### src/rtl/sdram_port_arb.sv
// Three-port arbiter in front of the single game SDRAM channel: ROM download
// writes, 68000 reads and graphics reads, with one transaction in flight.
module sdram_port_arb #(
  parameter int AW           = 24,
  parameter int DW           = 16,
  parameter int GFX_MAX_SKIP = 4
) (
  input  logic          clk_sys,
  input  logic          reset_n,
  input  logic          rom_download,
  input  logic          req0,
  input  logic          req1,
  input  logic          req2,
  input  logic [AW-1:0] addr0,
  input  logic [AW-1:0] addr1,
  input  logic [AW-1:0] addr2,
  input  logic [DW-1:0] din0,
  output logic          ack0,
  output logic          ack1,
  output logic          ack2,
  output logic          rdy0,
  output logic          rdy1,
  output logic          rdy2,
  output logic [DW-1:0] dout1,
  output logic [DW-1:0] dout2,
  output logic          mem_req,
  output logic [AW-1:0] mem_addr,
  output logic          mem_we,
  output logic [DW-1:0] mem_din,
  input  logic          mem_ack,
  input  logic          mem_valid,
  input  logic [DW-1:0] mem_dout
);

  localparam logic [1:0] S_IDLE  = 2'd0;
  localparam logic [1:0] S_ISSUE = 2'd1;
  localparam logic [1:0] S_WAIT  = 2'd2;
  localparam logic [3:0] SKIP_MAX = 4'(GFX_MAX_SKIP);

  logic [1:0]    r_state;
  logic [2:0]    r_gnt;
  logic [3:0]    r_skip;
  logic [2:0]    r_ack;
  logic [2:0]    r_rdy;
  logic [DW-1:0] r_dout1;
  logic [DW-1:0] r_dout2;
  logic          r_mem_req;
  logic [AW-1:0] r_mem_addr;
  logic          r_mem_we;
  logic [DW-1:0] r_mem_din;

  logic [2:0]    w_win;
  logic          w_cpu_gfx_ok;
  logic          w_done;
  logic [AW-1:0] w_addr;

  // Port 2 jumps ahead of port 1 once it has been passed over SKIP_MAX times.
  assign w_cpu_gfx_ok = !req0 && !rom_download;
  assign w_win[0] = req0;
  assign w_win[2] = w_cpu_gfx_ok && req2 && ((r_skip == SKIP_MAX) || !req1);
  assign w_win[1] = w_cpu_gfx_ok && req1 && !w_win[2];

  assign w_done = ((r_state == S_ISSUE) && mem_ack && mem_valid) ||
                  ((r_state == S_WAIT) && mem_valid);

  always_comb begin
    w_addr = addr1;
    if (w_win[0])      w_addr = addr0;
    else if (w_win[2]) w_addr = addr2;
  end

  always_ff @(posedge clk_sys or negedge reset_n) begin
    if (!reset_n) begin
      r_state    <= S_IDLE;
      r_gnt      <= '0;
      r_skip     <= '0;
      r_ack      <= '0;
      r_rdy      <= '0;
      r_dout1    <= '0;
      r_dout2    <= '0;
      r_mem_req  <= 1'b0;
      r_mem_addr <= '0;
      r_mem_we   <= 1'b0;
      r_mem_din  <= '0;
    end else begin
      r_ack <= '0;
      r_rdy <= '0;
      case (r_state)
        S_IDLE: begin
          if (|w_win) begin
            r_mem_req  <= 1'b1;
            r_mem_addr <= w_addr;
            r_mem_we   <= w_win[0];
            r_mem_din  <= din0;
            r_ack      <= w_win;
            r_gnt      <= w_win;
            r_state    <= S_ISSUE;
            if (w_win[2])
              r_skip <= '0;
            else if (w_win[1] && req2 && (r_skip != SKIP_MAX))
              r_skip <= r_skip + 4'd1;
          end
        end
        S_ISSUE: begin
          if (mem_ack) begin
            r_mem_req <= 1'b0;
            r_state   <= mem_valid ? S_IDLE : S_WAIT;
          end
        end
        S_WAIT: begin
          if (mem_valid) r_state <= S_IDLE;
        end
        default: r_state <= S_IDLE;
      endcase
      // Completion only ever follows a grant, so rdyN cannot fire without ackN.
      if (w_done) begin
        r_rdy <= r_gnt;
        r_gnt <= '0;
        if (r_gnt[1]) r_dout1 <= mem_dout;
        if (r_gnt[2]) r_dout2 <= mem_dout;
      end
    end
  end

  assign ack0     = r_ack[0];
  assign ack1     = r_ack[1];
  assign ack2     = r_ack[2];
  assign rdy0     = r_rdy[0];
  assign rdy1     = r_rdy[1];
  assign rdy2     = r_rdy[2];
  assign dout1    = r_dout1;
  assign dout2    = r_dout2;
  assign mem_req  = r_mem_req;
  assign mem_addr = r_mem_addr;
  assign mem_we   = r_mem_we;
  assign mem_din  = r_mem_din;

endmodule

### config.mk
export PLATFORM = sky130hd
export DESIGN_NAME = sdram_port_arb
export DESIGN_NICKNAME = d
export VERILOG_FILES = /design/src/rtl/sdram_port_arb.sv
export SDC_FILE = /design/constraint.sdc
export NUM_CORES = 1
export LEC_CHECK = 0
export CORE_UTILIZATION = 30
export DETAILED_ROUTE_END_ITERATION = 8
export DONT_BUFFER_PORTS = 1
export PLACE_DENSITY = 0.4
export SYNTH_ARGS = -nofsm -noshare
export SYNTH_HDL_FRONTEND = slang
export SYNTH_SLANG_ARGS = --single-unit
### constraint.sdc
create_clock -name clk_sys -period 2.7 [get_ports clk_sys]
set_input_delay 0.27 -clock clk_sys [delete_from_list [all_inputs] [get_ports clk_sys]]
set_output_delay 0.27 -clock clk_sys [all_outputs]
set_load 0.05 [all_outputs]
==> impl_metrics.ini, run 1 <==
[status]
status = completed

[finish]
instances_no_fill = 516
syn2layout_area_growth_pct = 11.66
post-route-util = 0.3470
postLayoutCellArea_um2 = 4433
layout-drive-gt1-share = 0.2355
final_net_count = 453
nFillCells = 1293
diodes = 0

[pwr]
p_int_w = 0.003031
pwr_density_cell_nw_per_um2 = 1459
comb_power_share = 0.177
ir_drop_mv = 0.5274
pwr-share-clk = 0.178
p_sw_w = 0.003435
seqPwrFrac = 0.644
swShare = 0.5312
power_w = 0.006466
leakagePower_nw = 2.029

[synthesis]
synth-edff-count = 0
ys_ff_latch = 89
synth-async-reset-ratio = 1.000
syn_area_um2 = 3970
yosysTopAreaCellShare = 0.5610
synth.distinct_cells = 36
syn_inst = 339
avgSynthCellArea_um2 = 11.71
seq_area_frac_synth = 0.5610
synthTopCellsByCount = dfrtp_1 (89), nand2_1 (78), mux2_2 (31), nand3_1 (29), mux2i_1 (24)
synth_most_common_cell = dfrtp_1
synth_top_cell_by_area = dfrtp_1
synth_warnings = 0
synth_nets = 453
ys.flop_type = dfrtp_1
synth.area.top_cells = dfrtp_1 (56%), mux2_2 (8.8%), nand2_1 (7.4%)

[floorplanning]
initial_utilization = 0.3108
pin_count = 192
core_um2 = 12770
std_cell_rows = 41
die_x_um = 117.0
dieArea_um2 = 13700
fp.dieH_um = 117.0

[clock_tree]
clk_pin_slew_worst_paths_ns = 0.06
tritoncts = built
clk_latency_ns = 0.34
post_cts_resized = 0
htree_levels = 3
cts_buffers = 9
root_buffer = clkbuf_16
cts_setup_buffers = 0
cts_num_sinks = 89
clk_path_buf_depth = 2

[place]
dpl_cell_area_um2 = 4111
placed_cells = 497
io_buffers = 0
dp_hpwl_um = 6355
place.gp.congestion = 0.7146

[sta]
fmax_mhz = 511.5
finalCritPeriodShare = 0.7240
finalSetupViolCount = 0
finalSetupTns_ns = 0
hold_viol_final = 0
maxSlewViolCount = 0
tightest_slew_ns = 0.6909
slew_headroom = 0.5359
rsz0062_at_grt = false
finalClockSkew_ns = 0.004853
finalCriticalPeriod_ns = 1.955

[global_route]
grt_antenna_before_repair = 0
grt_max_degree = 90
grt_pass1_vias = 2631
grt_pass1_wl_um = 13860
grt.overflow.total = 0
grt_usage = 0.1394

[setup_path]
start_kind = register
worst-path-max-fanout = 24
worstSetupPathType = register to register
cp-end-kind = register
required_ns = 2.91
worstPathArrival_ns = 2.17

[detailed_routing]
drt_iter0_markers = 92
wl_per_cell_um = 18.40
viasPerCell = 4.998
drc = 0
totalWireLength_um = 9492
vias = 2579
first_pass_iters = 4
ant_nets = 0

[min_path]
hp-class = primary input to register

[flow_run]
drv_cap = 0
==> cell type report <==
type | instances | area, µm² | share of cell area
clock buffers | 11 | 242.7 | 0.05476
repair buffers | 7 | 77.57 | 0.01750
multi-input cells | 227 | 1620 | 0.3655
clock inverters | 5 | 31.28 | 0.007056
inverters | 5 | 18.77 | 0.004234
well taps | 172 | 215.2 | 0.04855
flip-flops and latches | 89 | 2227 | 0.5024
==> state kept, by name, indices dropped and copies added (netlist names) <==
| signal | cells |
|---|---|
| r_gnt | 3 |
| r_rdy | 3 |
| r_skip | 4 |
| dout2 | 16 |
| mem_din | 16 |
| dout1 | 16 |
| r_ack | 3 |
| r_state | 2 |
| mem_addr | 24 |
| mem_we | 1 |
| mem_req | 1 |
==> stage by stage <==
step,hold slack (ns),worst slack [ns]
2_1_floorplan,-0.02559,1.042
3_3_place_gp,-0.02369,0.8140
3_5_place_dp,-0.02320,0.7085
4_1_cts,0.01100,0.7050
5_1_grt,0.02405,0.5497
6_report,0.03276,0.7451
==> power groups by stage <==
stage / clock, W / combinational [W] / sequential (W)
2_1_floorplan: 0 / 0.000950 / 0.00407
3_3_place_gp: 0 / 0.00111 / 0.00421
3_5_place_dp: 0 / 0.00115 / 0.00420
4_1_cts: 0.00122 / 0.00118 / 0.00418
5_1_grt: 0.00126 / 0.00131 / 0.00425
6_report: 0.00115 / 0.00115 / 0.00417
==> per-layer routing <==
layer / global-route usage / up-vias / wire length (µm)
met1: 0.1542 / 1265 / 3769
li1: - / 1170 / -
met4: 0.07595 / 0 / 187
met2: 0.2284 / 134 / 4429
met5: 0 / - / 0
met3: 0.05819 / 10 / 1105
==> layout by cell type (no fill, tap or decap), drive strengths merged, types with 2 or more instances in the layout <==
master | netlist | layout
clkbuf | 10 | 11
a21oi | 4 | 4
nand3 | 29 | 29
nand2b | 3 | 3
nor2 | 5 | 5
dfrtp | 89 | 89
buf | 8 | 5
mux2i | 24 | 24
ha | 2 | 2
dlygate4sd3 | 0 | 2
mux2 | 32 | 32
o211ai | 24 | 24
o21ai | 6 | 6
nand3b | 4 | 4
clkinv | 0 | 4
and2 | 3 | 3
nand2 | 80 | 80
inv | 5 | 5
a21o | 2 | 2
==> timing repair <==
| action | CTS | global route |
|---|---|---|
| setup endpoints to repair | 0 | 0 |
| endpoints found under the hold margin | 90 | 0 |
| hold buffers | 3 | 0 |
==> path summary, 6_finish.rpt <==
path                                       start                        to  slack [ns]  cells past startpoint
max                        r_skip[0]$_DFFE_PN0P_  mem_addr[18]$_DFFE_PN0P_        0.75                      7
min                                      din0[1]    mem_din[1]$_DFFE_PN0P_        0.03                      2
max reg2reg                r_skip[0]$_DFFE_PN0P_  mem_addr[18]$_DFFE_PN0P_        0.75                      7
min reg2reg                 r_gnt[0]$_DFFE_PN0P_        r_rdy[0]$_DFF_PN0_        0.48                      1
max in group asynchronous                reset_n  mem_addr[15]$_DFFE_PN0P_        1.83                      2
min in group asynchronous                reset_n   mem_addr[7]$_DFFE_PN0P_        0.47                      2
==> cell families (layout without fill, tap and decap cells) <==
logic type	count (synthesis)	in the layout	share of synthesized area
compound gates	42	42	0.1068
simple gates	127	127	0.1412
buf+inv	23	28	0.03341
mux	56	56	0.1513
flops	89	89	0.5610
fa+ha+maj	2	2	0.006302
==> worst max-delay path, cell delays in order (launching register included) <==
cell and delay (ns):
dfrtp_1 0.39, inv_1 0.10, ha_1 0.15, nand3b_1 0.18, a21oi_4 0.19, buf_4 0.40
mux2i_1 0.32, o211ai_2 0.09
Power figures use the tool's default switching activity.
==> inputs of run 2 (changes only) <==
==> constraint.sdc (replaced) <==
create_clock -name clk_sys -period 1.8 [get_ports clk_sys]
set_input_delay 0.18 -clock clk_sys [delete_from_list [all_inputs] [get_ports clk_sys]]
set_output_delay 0.18 -clock clk_sys [all_outputs]
set_load 0.05 [all_outputs]
==> impl_metrics.ini, run 2 (synthesis gave the netlist of run 1 again) <==
[sta]
finalSetupViolCount = 0
hold_viol_final = 89
rsz0062_at_grt = true
slew_headroom = 0.6173
finalClockSkew_ns = 0.005130
tightest_slew_ns = 0.5721
whs_ns = -0.4669
fmax_mhz = 576.5
finalCriticalPeriod_ns = 1.735
finalCritPeriodShare = 0.9637
maxSlewViolCount = 0

[global_route]
grt_pass1_wl_um = 15040
grt_max_degree = 90
grt_pass1_vias = 2848
grt_antenna_before_repair = 0
grt_usage = 0.1509
grt.overflow.total = 0

[setup_path]
r2r-start = r_skip[0]$_DFFE_PN0P_
reg2reg_depth = 8
cp-startpoint = r_skip[0]$_DFFE_PN0P_
r2r_end = mem_addr[1]$_DFFE_PN0P_
r2r_slack_ns = 0.07
worst-path-max-fanout = 6
start_kind = register
required_ns = 2.02
worstPathArrival_ns = 1.95
worstSetupEndpoint = mem_addr[1]$_DFFE_PN0P_
worstSetupPathType = register to register
cp-end-kind = register

[clock_tree]
clk_path_buf_depth = 2
root_buffer = clkbuf_16
htree_levels = 3
cts_buffers = 9
clk_pin_slew_worst_paths_ns = 0.06
tritoncts = built
holdBufCountCts = 52
clk_latency_ns = 0.34
cts_num_sinks = 89

[finish]
syn2layout_area_growth_pct = 30.54
largest_reg_flops = 24
layout-drive-gt1-share = 0.2432
final_net_count = 513
final_common_cell = dfrtp_1
instances_no_fill = 575
postLayoutCellArea_um2 = 5182
diodes = 0
final_cell_mix = dfrtp_1 (89), nand2_1 (78), dlygate4sd3_1 (52)
post-route-util = 0.4057

[floorplanning]
die_x_um = 117.0
fp.dieH_um = 117.0
core_um2 = 12770
dieArea_um2 = 13700
std_cell_rows = 41
pin_count = 192
initial_utilization = 0.3108

[flow_run]
drv_cap = 0

[detailed_routing]
ant_nets = 0
first_pass_iters = 4
totalWireLength_um = 10620
vias = 2817
drt_iter0_markers = 110
drc = 0
viasPerCell = 4.899
wl_per_cell_um = 18.47

[pwr]
leakagePower_nw = 2.368
pwr_density_cell_nw_per_um2 = 1988
ir_drop_mv = 0.8212
power_w = 0.01030

[status]
status = finished with violations
violations = negative hold slack

[place]
io_buffers = 0
dpl_cell_area_um2 = 4174
place.gp.congestion = 0.7170
dp_hpwl_um = 6434
placed_cells = 502

[min_path]
hp-class = primary input to asynchronous set/reset pin
run 2: per-stage QoR:
step | TNS (ns) | worst slack (ns)
floorplan | 0 | 0.1416
global placement | 0 | 0.06648
detailed placement | 0 | 0.01515
CTS | 0 | 0.009034
global route | -0.05686 | -0.01599
finish | 0 | 0.06535
run 2: cell type report:
class | instances | area [µm²]
well taps | 172 | 215.2
repair buffers | 67 | 709.4
flip-flops and latches | 89 | 2227
inverters | 5 | 18.77
clock buffers | 9 | 225.2
clock inverters | 6 | 107.6
multi-input cells | 227 | 1679
fillers | 1209 | 7591
run 2: routing by layer:
layer / wire, µm / vias to the layer above / track usage
met5: 0 / - / 0
met4: 193 / 0 / 0.07342
met3: 970 / 13 / 0.05407
met2: 5149 / 134 / 0.2540
met1: 4310 / 1375 / 0.1702
li1: - / 1295 / -
run 2: what timing repair did:
| action | in CTS | in global routing |
|---|---|---|
| gates resized for setup | 0 | 12 |
| endpoints found under the hold margin | 154 | 89 |
| endpoints found under the setup margin | 0 | 56 |
| buffers inserted | 0 | 3 |
run 2: how the worst min path moves through the flow:
stage / startpoint / end / slack [ns] / depth (start not counted)
3_3_place_gp: reset_n / mem_addr[6]$_DFFE_PN0P_ / -0.11 / 0
5_1_grt: reset_n / mem_addr[6]$_DFFE_PN0P_ / -0.49 / 0
6_report: reset_n / mem_addr[6]$_DFFE_PN0P_ / -0.47 / 0
4_1_cts: reset_n / mem_addr[10]$_DFFE_PN0P_ / -0.49 / 0
3_5_place_dp: reset_n / mem_addr[6]$_DFFE_PN0P_ / -0.11 / 0
2_1_floorplan: reset_n / dout1[0]$_DFFE_PN0P_ / -0.12 / 0
run 2: worst max-delay path, stage by stage, from the launching register on:
cell      delay (ns)
dfrtp_1         0.41
inv_2           0.08
ha_1            0.14
nand3b_1        0.15
a21oi_4         0.18
buf_12          0.14
buf_12          0.15
mux2i_2         0.26
o211ai_2        0.09
run 2: where the power goes:
group          leakage, nW  internal, W  switching [W]
Clock                0.161      0.00134       0.000783
Combinational         1.08     0.000941       0.000972
Sequential            1.13      0.00281        0.00345
==> inputs of run 3 (changes only) <==
--- a/config.mk
+++ b/config.mk
@@ -6,9 +6,11 @@
 export NUM_CORES = 1
 export LEC_CHECK = 0
 export CORE_UTILIZATION = 30
+export CTS_CLUSTER_DIAMETER = 40
 export DETAILED_ROUTE_END_ITERATION = 8
 export DONT_BUFFER_PORTS = 1
 export PLACE_DENSITY = 0.4
+export SKIP_LAST_GASP = 1
 export SYNTH_ARGS = -nofsm -noshare
 export SYNTH_HDL_FRONTEND = slang
 export SYNTH_SLANG_ARGS = --single-unit
==> impl_metrics.ini, run 3 (synthesis gave the netlist of run 1 again) <==
[sta]
hold_viol_final = 89
slew_headroom = 0.6171
finalCriticalPeriod_ns = 1.729
finalSetupViolCount = 0
maxSlewViolCount = 0
tightest_slew_ns = 0.5724
fmax_mhz = 578.2
whs_ns = -0.4669
finalSetupTns_ns = 0
finalCritPeriodShare = 0.9608
rsz0062_at_grt = true
finalClockSkew_ns = 0.005130

[floorplanning]
core_um2 = 12770
std_cell_rows = 41
fp.dieH_um = 117.0
initial_utilization = 0.3108
dieArea_um2 = 13700
die_x_um = 117.0
pin_count = 192

[finish]
layout-drive-gt1-share = 0.2432
final_common_cell = dfrtp_1
diodes = 0
final_net_count = 513
final_cell_mix = dfrtp_1 (89), nand2_1 (78), dlygate4sd3_1 (52)
largest_reg_flops = 24
postLayoutCellArea_um2 = 5174
syn2layout_area_growth_pct = 30.32

[clock_tree]
holdBufCountCts = 52
cts_buffers = 9
clk_pin_slew_worst_paths_ns = 0.06
root_buffer = clkbuf_16
cts_num_sinks = 89
tritoncts = built
clk_path_buf_depth = 2
htree_levels = 3
clk_latency_ns = 0.34

[pwr]
pwr_density_cell_nw_per_um2 = 1992
ir_drop_mv = 0.8212
leakagePower_nw = 2.367

[detailed_routing]
first_pass_iters = 4
drc = 0
totalWireLength_um = 10630
ant_nets = 0
vias = 2817
viasPerCell = 4.899
wl_per_cell_um = 18.49
drt_iter0_markers = 109

[global_route]
grt_pass1_vias = 2848
grt_usage = 0.1509
grt_pass1_wl_um = 15040
grt_antenna_before_repair = 0
grt_max_degree = 90
grt.overflow.total = 0

[setup_path]
cp-end-kind = register
worstPathArrival_ns = 1.95
required_ns = 2.02
worst-path-max-fanout = 6
worstSetupPathType = register to register
start_kind = register

[place]
dp_hpwl_um = 6434
dpl_cell_area_um2 = 4174
place.gp.congestion = 0.7170
io_buffers = 0

[status]
violations = negative hold slack
status = finished with violations

[flow_run]
drv_cap = 0

[min_path]
hp-class = primary input to asynchronous set/reset pin
==> run 3: cell counts in the layout (fill, tap and decap cells not counted) <==
No cell type changed its count.
==> run 3: repair_timing <==
item | in CTS | in global routing
hold endpoints to repair | 154 | 89
buffers inserted | 0 | 3
resized for setup | 0 | 11
endpoints found under the setup margin | 0 | 56
==> run 3: worst paths after layout <==
check	start	cells past startpoint	end	slack, ns
max in group asynchronous	reset_n	0	dout2[7]$_DFFE_PN0P_	2.12
min in group clk_sys	addr0[1]	2	mem_addr[1]$_DFFE_PN0P_	0.02
hold reg to reg	r_gnt[0]$_DFFE_PN0P_	1	r_rdy[0]$_DFF_PN0_	0.48
setup / recovery	r_skip[0]$_DFFE_PN0P_	8	mem_addr[1]$_DFFE_PN0P_	0.07
setup reg to reg	r_skip[0]$_DFFE_PN0P_	8	mem_addr[1]$_DFFE_PN0P_	0.07
hold / removal	reset_n	0	mem_addr[6]$_DFFE_PN0P_	-0.47
==> run 3: routing by layer <==
metal | up-vias | part of all wire | global-route usage
met1 | 1376 | 0.41 | 0.1702
met3 | 13 | 0.090 | 0.05407
met2 | 134 | 0.48 | 0.2540
met4 | 0 | 0.018 | 0.07342
li1 | 1294 | - | -
met5 | - | 0 | 0
==> run 3: stage by stage <==
step / hold WS [ns] / utilization / std cells / power, W / worst slack (ns)
4_1_cts: -0.4915 / 0.3936 / 569 / 0.01037 / 0.009034
2_1_floorplan: -0.1156 / - / 339 / 0.007525 / 0.1416
6_report: -0.4669 / 0.4050 / 575 / 0.01030 / 0.07052
3_3_place_gp: -0.1136 / 0.3268 / 502 / 0.008055 / 0.06648
3_5_place_dp: -0.1137 / 0.3268 / 502 / 0.008101 / 0.01515
5_1_grt: -0.4883 / 0.4050 / 575 / 0.01083 / -0.01916
==> run 3: layout make-up <==
| cell class | count | area, µm² |
|---|---|---|
| Fill cell | 1211 | 7600 |
| Sequential cell | 89 | 2227 |
| Multi-Input combinational cell | 227 | 1670 |
| Timing Repair Buffer | 67 | 709.4 |
| Clock buffer | 9 | 225.2 |
| Tap cell | 172 | 215.2 |
| Clock inverter | 6 | 107.6 |
| Inverter | 5 | 18.77 |
==> run 3: worst max-delay path, stage by stage, from the launching register on <==
cell	delay, ns
dfrtp_1	0.41
inv_2	0.08
ha_1	0.14
nand3b_1	0.15
a21oi_4	0.18
buf_12	0.14
buf_12	0.15
mux2i_2	0.26
o211ai_2	0.09
==> run 3: power by group <==
part	leakage, nW	internal (W)	switching [W]
Combinational	1.08	0.000940	0.000974
Sequential	1.13	0.00281	0.00346
Clock	0.161	0.00134	0.000782
Total	2.37	0.00509	0.00521
